File: src/rtl/conventional_stopwatch.sv
//------------------------------------------------------------------------------
// conventional_stopwatch
//   Count-up stopwatch from 0:00.00 to MAX_MINUTES:59.99 at centisecond
//   resolution, with start/stop, clear and lap-freeze control.  The count
//   saturates at the maximum value and never wraps.
//
// Optional feature macro: STOPWATCH_DIV_EN
//   defined   : an internal divider makes the centisecond tick from clock
//               (DIV_COUNT cycles per tick, runs only while RUNNING) and the
//               tick port is ignored.
//   undefined : the tick port drives counting directly.
//
// Ports:
//   clock       in   system clock, rising edge
//   reset       in   asynchronous active-high reset
//   tick        in   centisecond pulse (unused when STOPWATCH_DIV_EN)
//   start_stop  in   pulse, toggles run/pause
//   clear       in   pulse, back to 0:00.00 and IDLE (highest priority)
//   lap         in   pulse, toggles lap freeze of the display
//   minutes, sec_tens, sec_ones, cs_tens, cs_ones  out  displayed BCD digits
//   running     out  high while RUNNING
//   lap_active  out  high while display is frozen on a lap capture
//   max_pulse   out  one-cycle pulse on entry to SATURATED
//------------------------------------------------------------------------------
module conventional_stopwatch #(
   parameter int MAX_MINUTES = 9,
   parameter int DIV_COUNT   = 500000
) (
   input  logic       clock,
   input  logic       reset,
   input  logic       tick,
   input  logic       start_stop,
   input  logic       clear,
   input  logic       lap,
   output logic [3:0] minutes,
   output logic [3:0] sec_tens,
   output logic [3:0] sec_ones,
   output logic [3:0] cs_tens,
   output logic [3:0] cs_ones,
   output logic       running,
   output logic       lap_active,
   output logic       max_pulse
);

   typedef enum logic [1:0] {
      ST_IDLE      = 2'd0,
      ST_RUNNING   = 2'd1,
      ST_PAUSED    = 2'd2,
      ST_SATURATED = 2'd3
   } state_t;

   localparam logic [3:0] MAX_MIN_L = 4'(MAX_MINUTES);

   state_t     state_r, state_s;
   logic       running_r, lap_active_r, lap_active_s, max_pulse_r, max_pulse_s;
   logic [3:0] live_min_r, live_st_r, live_so_r, live_ct_r, live_co_r;
   logic [3:0] live_min_s, live_st_s, live_so_s, live_ct_s, live_co_s;
   logic [3:0] lap_min_r, lap_st_r, lap_so_r, lap_ct_r, lap_co_r;
   logic [3:0] lap_min_s, lap_st_s, lap_so_s, lap_ct_s, lap_co_s;
   logic       tick_s, at_max_s;

`ifdef STOPWATCH_DIV_EN
   localparam int DIV_W = (DIV_COUNT > 1) ? $clog2(DIV_COUNT) : 1;
   logic [DIV_W-1:0] div_r;
   logic             unused_tick_s;

   assign unused_tick_s = tick;
   assign tick_s        = (div_r == DIV_W'(DIV_COUNT - 1));

   // Centisecond divider; holds while not running so a pause keeps the partial tick.
   always_ff @(posedge clock or posedge reset) begin
      if (reset) begin
         div_r <= '0;
      end else if (clear) begin
         div_r <= '0;
      end else if (state_r == ST_RUNNING) begin
         div_r <= tick_s ? '0 : div_r + 1'b1;
      end else begin
         div_r <= div_r;
      end
   end
`else
   assign tick_s = tick;
`endif

   assign at_max_s = (live_min_r == MAX_MIN_L) && (live_st_r == 4'd5) &&
                     (live_so_r == 4'd9) && (live_ct_r == 4'd9) && (live_co_r == 4'd9);

   // Next-state, counting, lap capture and saturation pulse.
   always_comb begin
      state_s      = state_r;
      lap_active_s = lap_active_r;
      max_pulse_s  = 1'b0;
      live_min_s = live_min_r; live_st_s = live_st_r; live_so_s = live_so_r;
      live_ct_s  = live_ct_r;  live_co_s = live_co_r;
      lap_min_s  = lap_min_r;  lap_st_s  = lap_st_r;  lap_so_s  = lap_so_r;
      lap_ct_s   = lap_ct_r;   lap_co_s  = lap_co_r;

      if (clear) begin
         state_s      = ST_IDLE;
         lap_active_s = 1'b0;
         live_min_s = 4'd0; live_st_s = 4'd0; live_so_s = 4'd0; live_ct_s = 4'd0; live_co_s = 4'd0;
         lap_min_s  = 4'd0; lap_st_s  = 4'd0; lap_so_s  = 4'd0; lap_ct_s  = 4'd0; lap_co_s  = 4'd0;
      end else begin
         // Count uses the state at this edge; saturation beats a same-cycle start_stop.
         if (tick_s && (state_r == ST_RUNNING)) begin
            if (at_max_s) begin
               max_pulse_s = 1'b1;
            end else if (live_co_r != 4'd9) begin
               live_co_s = live_co_r + 4'd1;
            end else begin
               live_co_s = 4'd0;
               if (live_ct_r != 4'd9) begin
                  live_ct_s = live_ct_r + 4'd1;
               end else begin
                  live_ct_s = 4'd0;
                  if (live_so_r != 4'd9) begin
                     live_so_s = live_so_r + 4'd1;
                  end else begin
                     live_so_s = 4'd0;
                     if (live_st_r != 4'd5) begin
                        live_st_s = live_st_r + 4'd1;
                     end else begin
                        // Not at max here, so minutes < MAX_MINUTES.
                        live_st_s  = 4'd0;
                        live_min_s = live_min_r + 4'd1;
                     end
                  end
               end
            end
         end else begin
            max_pulse_s = 1'b0;
         end

         if (max_pulse_s) begin
            state_s = ST_SATURATED;
         end else if (start_stop) begin
            case (state_r)
               ST_IDLE:      state_s = ST_RUNNING;
               ST_RUNNING:   state_s = ST_PAUSED;
               ST_PAUSED:    state_s = ST_RUNNING;
               ST_SATURATED: state_s = ST_SATURATED;
               default:      state_s = ST_IDLE;
            endcase
         end else begin
            state_s = state_r;
         end

         // Lap captures the pre-increment live value.
         if (lap && (state_r != ST_IDLE)) begin
            if (!lap_active_r) begin
               lap_active_s = 1'b1;
               lap_min_s = live_min_r; lap_st_s = live_st_r; lap_so_s = live_so_r;
               lap_ct_s  = live_ct_r;  lap_co_s = live_co_r;
            end else begin
               lap_active_s = 1'b0;
            end
         end else begin
            lap_active_s = lap_active_r;
         end
      end
   end

   // State and digit registers.
   always_ff @(posedge clock or posedge reset) begin
      if (reset) begin
         state_r      <= ST_IDLE;
         running_r    <= 1'b0;
         lap_active_r <= 1'b0;
         max_pulse_r  <= 1'b0;
         live_min_r <= 4'd0; live_st_r <= 4'd0; live_so_r <= 4'd0; live_ct_r <= 4'd0; live_co_r <= 4'd0;
         lap_min_r  <= 4'd0; lap_st_r  <= 4'd0; lap_so_r  <= 4'd0; lap_ct_r  <= 4'd0; lap_co_r  <= 4'd0;
      end else begin
         state_r      <= state_s;
         running_r    <= (state_s == ST_RUNNING);
         lap_active_r <= lap_active_s;
         max_pulse_r  <= max_pulse_s;
         live_min_r <= live_min_s; live_st_r <= live_st_s; live_so_r <= live_so_s;
         live_ct_r  <= live_ct_s;  live_co_r <= live_co_s;
         lap_min_r  <= lap_min_s;  lap_st_r  <= lap_st_s;  lap_so_r  <= lap_so_s;
         lap_ct_r   <= lap_ct_s;   lap_co_r  <= lap_co_s;
      end
   end

   assign minutes    = lap_active_r ? lap_min_r : live_min_r;
   assign sec_tens   = lap_active_r ? lap_st_r  : live_st_r;
   assign sec_ones   = lap_active_r ? lap_so_r  : live_so_r;
   assign cs_tens    = lap_active_r ? lap_ct_r  : live_ct_r;
   assign cs_ones    = lap_active_r ? lap_co_r  : live_co_r;
   assign running    = running_r;
   assign lap_active = lap_active_r;
   assign max_pulse  = max_pulse_r;

endmodule

File: config.mk
export PLATFORM = sky130hd
export DESIGN_NAME = conventional_stopwatch
export DESIGN_NICKNAME = d
export VERILOG_FILES = /design/src/rtl/conventional_stopwatch.sv
export SDC_FILE = /design/constraint.sdc
export NUM_CORES = 1
export LEC_CHECK = 0
export BUFFER_PORTS_ARGS = -buffer_cell sky130_fd_sc_hd__buf_2
export CAP_MARGIN = 20
export CORE_AREA = 2 2 79 81
export DETAILED_ROUTE_END_ITERATION = 10
export DIE_AREA = 0 0 81 83
export PLACE_DENSITY = 0.67
export SLEW_MARGIN = 20
export SYNTH_ARGS = -nofsm -noshare
export SYNTH_HDL_FRONTEND = slang
export SYNTH_SLANG_ARGS = --single-unit
File: constraint.sdc
create_clock -name clock -period 4.33 [get_ports clock]
set_clock_uncertainty 0.15 [all_clocks]
set_input_delay 0.433 -clock clock [delete_from_list [all_inputs] [get_ports clock]]
set_output_delay 0.433 -clock clock [all_outputs]
set_load 0.02 [all_outputs]
---- After elaboration in Yosys (flattened, before gate mapping) ----
Index checks and enable logic that the tools add are counted.
word-level totals
  bits in registers ....................... 45
  bits of input ports ..................... 6
  output and inout bits ................... 23
  word-level logic and storage cells ...... 108
cells by class
  $add $sub $neg .......................... 5
  equality and inequality tests ........... 18
  multiplexer cells ....................... 55
  reduce and logical (&&, ||, !) cells .... 16
operator list
  cell                   count
  $mux W4                44
  $add A4 B1 Y4 const B  5
  $eq A4 B4 Y1 const B   4
  $ne A4 B4 Y1 const B   3
  $ne A2 B2 Y1 const B   5
  $mux W1                7
  $logic_and A1 B1 Y1    6
  $mux W2                3
  $pmux W2 S3            1
  $reduce_and A6 Y1      1
  $reduce_bool A2 Y1     3
  $reduce_and A5 Y1      1
  $eq A2 B1 Y1 const B   2
  $eq A2 B2 Y1 const B   2
  $eq A4 B3 Y1 const B   1
  $ne A4 B3 Y1 const B   1
  $reduce_and A4 Y1      1
  $reduce_and A3 Y1      1
  $logic_not A2 Y1       1
  $reduce_and A2 Y1      1
  $reduce_or A2 Y1       1

---- Longest topological paths before layout ----
Gate-level depths: netlist (run 1).
  depth in word-level cells ............... 11
  depth in mapped cells ................... 8
  gate-level depth less buffers ........... 6

---- Least setup slack after synthesis (run 1) ----
Ideal clock, no wire load.
  path type ............................... reg2out
  start ................................... reg lap_active_r, in the netlist lap_active
  end ..................................... out cs_tens[1]
  data arrival time ....................... 1436 ps
  required time ........................... 3747 ps
  setup slack ............................. 2311 ps
  stages on the path, launching flop included .. 4
  buffers on the path ..................... 2
  path through ............................ dfrtp_1 > clkbuf_1 > clkbuf_1 > o21ai_0
between the ends
  cells in the longest elaborated chain, start to end .. 1
RTL lines
  element                 line  text
  start, declared         55    logic running_r, lap_active_r, lap_active_s, max_pulse_r, max_pulse_s;
  start signal, assigned  176   lap_active_r <= lap_active_s;
  $mux W4                 n/a
  end, declared           38    output logic [3:0] cs_tens,
No other way between the ends.

---- Worst setup path in the final report (run 1) ----
  start ................................... reg lap_active_r, in the netlist lap_active
  end ..................................... out cs_ones[2]
between the ends
  cells in the longest elaborated chain, start to end .. 1
RTL lines
  element        line  text
  $mux W4        n/a
  end, declared  39    output logic [3:0] cs_ones,
No other way between the ends.

==> metrics.txt, run 1 <==
core area 5816 µm²; FFs w/ async S/R, synth 1.000; htree depth 2; Post-synth top flop dfrtp_1; detailed-router iteration count before antenna repair 4; # diodes 0; WL/cell 14.71 µm; CP Class flop to output port; Die Wd 81 µm; Clk pwr share 0.377; Unique masters post-synth 39; Critical Path Fanout Max 28; Setup TNS 0 ns; area grow syn2layout 11.64%; WP data required 3.75 ns; FF-to-FF End live_co_r[1]$_DFFE_PP0P_; final worst setup slack 1.835 ns; #FFs+latches synth 45; vias post-DR 1,874; Clk Latency, worst-skew pair 0.30 ns; syn avg cell area 10.19 µm²; fin. max-slew vios 0; most frequent cells in the layout dfrtp_1 (45), nor2_1 (33), buf_2 (28), mux2i_1 (24), mux2_2 (19); cell count after synthesis 249; status finished clean; CTS tree yes; Seq pwr share 0.507; initial antenna violation count 0; Max-Cap Viols 0; gp weighted congestion 0.7368; pin count of the biggest net entering global routing 53; relative slew slack 0.3353; vias in the first global route 1,809; internal power 660.6 µW; Initial Util 0.4363; Static Leak 1.326 nW; TritonCTS sink count 45; crit end category output port; first-pass GRT wire length 8921 µm; dpl hpwl 3416 µm; CTS Buf Count 5; Final Setup Violations 0; Reg-to-Reg Start live_co_r[1]$_DFFE_PP0P_; DR vias/cell 5.401; Synth area leader dfrtp_1; Synth Net Count 265; unrepaired setup endpoints after global routing false; CTS root buf clkbuf_8; Max VDD drop 0.0001630 V; CTS clk-pin slew, worst paths 0.09 ns; grt total ovfl 0; Post-DRT Antenna Nets 0; Tot GR Track Use 0.1679; Post-synth EDFFs 0; CTS max path bufs 2; Worst Hold Class input pin to flop; synthesized area 2537 µm²; DRC Markers 0; num rows 28; Place WS 1.956 ns; Setup crit start lap_active$_DFFE_PP0P_; die area 6723 µm²; Post-Route WL 5105 µm; Critical Path Sink cs_ones[2]; crit path launch type flop; Seq/Total Area, Yosys 0.4438; IO Pins 29; initial drt markers 98; clock period minus final worst setup slack 2.495 ns; Synth area leaders dfrtp_1 (44%), mux2i_1 (9.5%), mux2_2 (8.4%), ha_1 (4.9%), nor2_1 (4.9%); fmax 400.8 MHz; share of the synthesized area in the top cell type 0.4438; power density cells 313.1 nW/µm²; reg2reg setup slack 1.94 ns; Comb pwr share 0.117; Die Span Y 83 µm; Slew @ Worst Pin 0.9970 ns; share of cells above drive strength 1 0.2316; Final nets 287; Final Hold Vio Count 0; YS warnings 0; PortBufs 28; Reg2Reg Depth 6; commonest non-fill, non-tap cell in the layout dfrtp_1; switching power 226.3 µW; Data arrival, critical path 1.91 ns; fin crit share 0.5762; Switching Share 0.2551
-- registers in the layout, summed over array words and instances, names as in the netlist --
name        count
lap_co_r        4
lap_ct_r        4
lap_min_r       4
lap_so_r        4
lap_st_r        4
live_co_r       4
live_ct_r       4
live_min_r      4
live_so_r       4
live_st_r       4
state_r         2
lap_active      1
max_pulse       1
running         1
-- worst min path at each step --
stage	from	to	slack (ns)	cells past startpoint
4_1_cts	reset	lap_ct_r[2]$_DFFE_PP0P_	0.22	2
5_1_grt	start_stop	running$_DFF_PP0_	0.32	3
3_3_place_gp	lap_st_r[0]$_DFFE_PP0P_	lap_st_r[0]$_DFFE_PP0P_	0.35	2
3_5_place_dp	lap_so_r[2]$_DFFE_PP0P_	lap_so_r[2]$_DFFE_PP0P_	0.36	2
2_1_floorplan	lap_co_r[0]$_DFFE_PP0P_	lap_co_r[0]$_DFFE_PP0P_	0.33	2
6_report	start_stop	running$_DFF_PP0_	0.29	3
-- timing repair --
action | 4_1_cts | 5_1_grt
setup buffers | 0 | 0
endpoints found under the hold margin | 0 | 11
hold buffers | 0 | 1
resized for setup | 0 | 0
-- Yosys cell counts (all sizes together) (6+ instances only) --
| cell | n |
|---|---|
| dfrtp | 45 |
| nor2 | 33 |
| mux2i | 24 |
| mux2 | 19 |
| nand2 | 13 |
| o21ai | 13 |
| buf | 10 |
| ha | 10 |
| a21oi | 9 |
| nand3 | 8 |
| inv | 7 |
| and3b | 6 |
| clkbuf | 6 |
| nor3 | 6 |
-- per-layer routing --
metal / global-route usage / share of wire
met5: 0 / 0
met4: 0.05085 / 0.015
met3: 0.03261 / 0.031
met2: 0.2524 / 0.45
met1: 0.2437 / 0.50
-- power by group through the flow --
| stage | Clock [mW] | Combinational (mW) | Sequential [mW] |
|---|---|---|---|
| 2_1_floorplan | 0 | 0.0822 | 0.449 |
| 3_3_place_gp | 0 | 0.100 | 0.458 |
| 3_5_place_dp | 0 | 0.101 | 0.458 |
| 4_1_cts | 0.340 | 0.102 | 0.449 |
| 5_1_grt | 0.353 | 0.115 | 0.452 |
| 6_report | 0.334 | 0.103 | 0.449 |
-- worst max-delay path: stages, from the launching register on --
cell     delay (ns)
dfrtp_1        1.00
mux2_2         0.43
buf_2          0.16
-- stage by stage --
step | total power [mW] | utilization | instances | hold slack (ns) | area (µm²)
floorplan | 0.5317 | - | 249 | 0.3304 | 2537
global placement | 0.5580 | 0.4619 | 337 | 0.3458 | 2686
detailed placement | 0.5593 | 0.4619 | 337 | 0.3596 | 2686
CTS | 0.8915 | 0.4819 | 345 | 0.2191 | 2803
finish | 0.8869 | 0.4871 | 347 | 0.2888 | 2833
global route | 0.9209 | 0.4871 | 347 | 0.3215 | 2833
-- cell type report --
cell class / instances / area (µm²)
fill: 568 / 2983
timing repair buffer: 31 / 177.7
inverter: 7 / 26.28
clock buffer: 7 / 86.33
sequential: 45 / 1126
tap: 75 / 93.84
clock inverter: 1 / 30.03
multi-input combinational: 181 / 1292
-- logic make-up after synthesis --
logic type                 Yosys count  synth area share
xor gates and xnor gates             1          0.003452
muxes                               43            0.1790
DFF                                 45            0.4438
and+or+nand+nor                     87            0.1829
AOI/OAI and AO/OA                   40           0.09468
adders and majority gates           10           0.04931
buffers and inverters               23           0.04684
Power figures use the tool's default switching activity.
==> inputs of run 2 (changes only) <==
--- a/config.mk
+++ b/config.mk
@@ -5,12 +5,13 @@
 export SDC_FILE = /design/constraint.sdc
 export NUM_CORES = 1
 export LEC_CHECK = 0
+export ABC_AREA = 1
 export BUFFER_PORTS_ARGS = -buffer_cell sky130_fd_sc_hd__buf_2
 export CAP_MARGIN = 20
 export CORE_AREA = 2 2 79 81
 export DETAILED_ROUTE_END_ITERATION = 10
 export DIE_AREA = 0 0 81 83
-export PLACE_DENSITY = 0.67
+export PLACE_DENSITY = 0.69
 export SLEW_MARGIN = 20
 export SYNTH_ARGS = -nofsm -noshare
 export SYNTH_HDL_FRONTEND = slang
==> constraint.sdc (replaced) <==
create_clock -name clock -period 2.1 [get_ports clock]
set_clock_uncertainty 0.15 [all_clocks]
set_input_delay 0.21 -clock clock [delete_from_list [all_inputs] [get_ports clock]]
set_output_delay 0.21 -clock clock [all_outputs]
set_load 0.02 [all_outputs]
==> run 2 against run 1 <==
Net effect: via count is 19% higher; clock power is 140% higher; critical path depth is 8 higher; sequential share of layout area is 0.72 points lower; sequential cell count stayed put; total power is 150% higher; critical endpoint is now running$_DFF_PP0_.
==> metrics.txt, run 2 <==
status finished clean; Post-Synth Adder-Cell Area 0.05030 (+0.0009921); Final Setup Violations 0 (unchanged); dpl hpwl 4131 µm (+21%); Clk Latency, worst-skew pair 0.31 ns (about the same); Synth area leaders dfrtp_1 (45%), nand2_1 (19%), nand3_1 (6.8%), o21ai_0 (5.4%), ha_1 (5.0%); most frequent cells in the layout nand2_1 (121), dfrtp_1 (45), nand3_1 (34), buf_2 (28), o21ai_0 (26); # diodes 0 (unchanged); vias post-DR 2,231 (+19%); Synth Net Count 341 (+29%); relative slew slack 0.4598 (+0.1245); core area 5816 µm² (unchanged); die area 6723 µm² (unchanged); WP data required 2.14 ns (-1.61 ns); YS warnings 0 (unchanged); DRC Markers 0 (unchanged); first-pass GRT wire length 9949 µm (+12%); Static Leak 1.513 nW (+14%); commonest non-fill, non-tap cell in the layout nand2_1; WL/cell 13.61 µm (-7.5%); post-route cell area 2885 µm² (+1.9%); multiplexer share of the synthesized area 0 (-0.1790); fin. max-slew vios 0 (unchanged); Post-DRT Antenna Nets 0 (unchanged); CTS tree yes; number of setup buffers added after CTS 0 (unchanged); Final Hold Vio Count 0 (unchanged); DR vias/cell 5.141 (-4.8%); Max-Cap Viols 0 (unchanged); vias in the first global route 2,122 (+17%); Unique masters post-synth 23 (-41%); FFs w/ async S/R, synth 1.000 (unchanged); pin count of the biggest net entering global routing 27 (-49%); initial drt markers 136 (+39%); Critical Path Fanout Max 11 (-61%); TritonCTS sink count 45 (unchanged); num rows 28 (unchanged); Post-Route WL 5906 µm (+16%); syn avg cell area 7.653 µm² (-25%); htree depth 2 (unchanged); Die Span Y 83 µm (unchanged); fin crit share 0.8958; synth cell count leaders nand2_1 (123), dfrtp_1 (45), nand3_1 (34), o21ai_0 (27); grt total ovfl 0 (unchanged); CP max-delay cell dfrtp_1; synthesized area 2487 µm² (-2.0%); area grow syn2layout 16.00%; Synth Area in Compound Gates 0.07495 (-0.01972); placed cell area 2736 µm² (+1.9%); worst path cell trace inv_1 -> ha_1 -> nand2_1 -> nor2_1 -> nand2_1 -> nor2_1 -> nand2_2 -> buf_4 -> o21ai_2 -> nor2_1; Post-synth top flop dfrtp_1; Seq/Total Area, Yosys 0.4527 (+0.008929); share of the synthesized area in the top cell type 0.4527 (+0.008929); Synth area leader dfrtp_1; CTS max path bufs 2 (unchanged); detailed-router iteration count before antenna repair 4 (unchanged); Slew @ Worst Pin 0.8053 ns (-0.1917 ns); PortBufs 28 (unchanged); #FFs+latches synth 45 (unchanged); IO Pins 29 (unchanged); Post-synth EDFFs 0 (unchanged); power density cells 766.2 nW/µm² (+140%); Worst Hold Class input pin to flop; Tot GR Track Use 0.1892 (+0.02133); Data arrival, critical path 1.92 ns (about the same); count leader, synth nand2_1; fmax 531.6 MHz; Worst path max stage delay 0.44 ns (-0.56 ns); Initial Util 0.4277 (-0.008606); Max VDD drop 0.0004182 V (+160%); Die Wd 81 µm (unchanged); CTS clk-pin slew, worst paths 0.09 ns (about the same); Final nets 374 (+30%); unrepaired setup endpoints after global routing false; cell count after synthesis 325 (+31%); CTS root buf clkbuf_8; Post-Synth XOR/XNOR Area 0.01408 (+0.01063); Synth Area in Simple Gates 0.3456 (+0.1626); CTS Buf Count 5 (unchanged); largest family of logic cells by synthesized area simple AND/OR/NAND/NOR gates; crit path launch type flop; crit end category flop; CP Class flop to flop; most used cell, CP nor2_1; initial antenna violation count 0 (unchanged); gp weighted congestion 0.8686 (+18%); share of cells above drive strength 1 0.1671 (-0.06449); Setup TNS 0 ns (unchanged); clock period minus final worst setup slack 1.881 ns
## run 2: cell count changes after synthesis, moves of 12 or more
cell,previous run,this run
nor2_1,33,19
nand3_1,8,34
inv_1,7,19
o21ai_0,13,27
mux2_2,19,0
nand2_1,13,123
nand4_1,2,16
mux2i_1,24,0
## run 2: final timing paths
kind                                           from                       to  slack [ns]  cells after the start
min                                      start_stop     state_r[0]$_DFF_PP0_        0.08                      3
max in group asynchronous                     reset  lap_so_r[2]$_DFFE_PP0P_        0.91                      4
max reg2reg                live_so_r[1]$_DFFE_PP0P_        running$_DFF_PP0_        0.22                     10
min reg2reg                 lap_st_r[3]$_DFFE_PP0P_  lap_st_r[3]$_DFFE_PP0P_        0.36                      2
min in group asynchronous                     reset     state_r[1]$_DFF_PP0_        0.35                      3
max                        live_so_r[1]$_DFFE_PP0P_        running$_DFF_PP0_        0.22                     10
## run 2: worst max-delay path: cells and delay by family (launching register included)
family,cells,cell delay (ns)
compound gates,1,0.12
buf+inv,2,0.30
simple gates,6,0.61
fa+ha+maj,1,0.16
flops,1,0.44
## run 2: kinds of logic (layout without fill, tap and decap cells)
family,after synthesis,in the layout
adders and majority gates,10,10
DFF,45,45
AOI/OAI and AO/OA,33,33
xor gates and xnor gates,4,4
buffers and inverters,34,68
and+or+nand+nor,199,199
## run 2: metal layers
metal / GRT usage / part of all wire
met3: 0.03478 / 0.036
met2: 0.3088 / 0.49
met1: 0.2498 / 0.46
met4: 0.06471 / 0.012
met5: 0 / 0
## run 2: area by class of cell
cell class	instances	area, µm²
Timing Repair Buffer	40	245.2
Inverter	20	75.07
Sequential cell	45	1126
Clock buffer	5	68.82
Fill cell	577	2930
Clock inverter	3	65.06
Tap cell	75	93.84
Multi-Input combinational cell	246	1211
## run 2: where the power goes
group | internal, mW | switching [mW] | total [mW]
Clock | 0.473 | 0.315 | 0.788
Combinational | 0.140 | 0.286 | 0.426
Sequential | 0.925 | 0.0712 | 0.997
Total | 1.54 | 0.673 | 2.21
## run 2: stage by stage
| step | hold WS (ns) | util | total power [mW] | setup slack [ns] | std cells |
|---|---|---|---|---|---|
| final | 0.08028 | 0.4961 | 2.211 | 0.2187 | 434 |
| after global routing | 0.1234 | 0.4961 | 2.311 | 0.01794 | 434 |
| after CTS | 0.07837 | 0.4953 | 2.215 | 0.1782 | 434 |
| after detailed placement | 0.1491 | 0.4705 | 1.437 | 0.1864 | 425 |
| after global placement | 0.1396 | 0.4705 | 1.425 | 0.2273 | 425 |
| after floorplan | 0.2256 | - | 1.289 | 0.3536 | 325 |
## run 2: repair_timing
action / CTS / global route
endpoints found under the setup margin: 0 / 16
resized for setup: 0 / 2
hold buffers: 1 / 0
hold endpoints to repair: 19 / 0
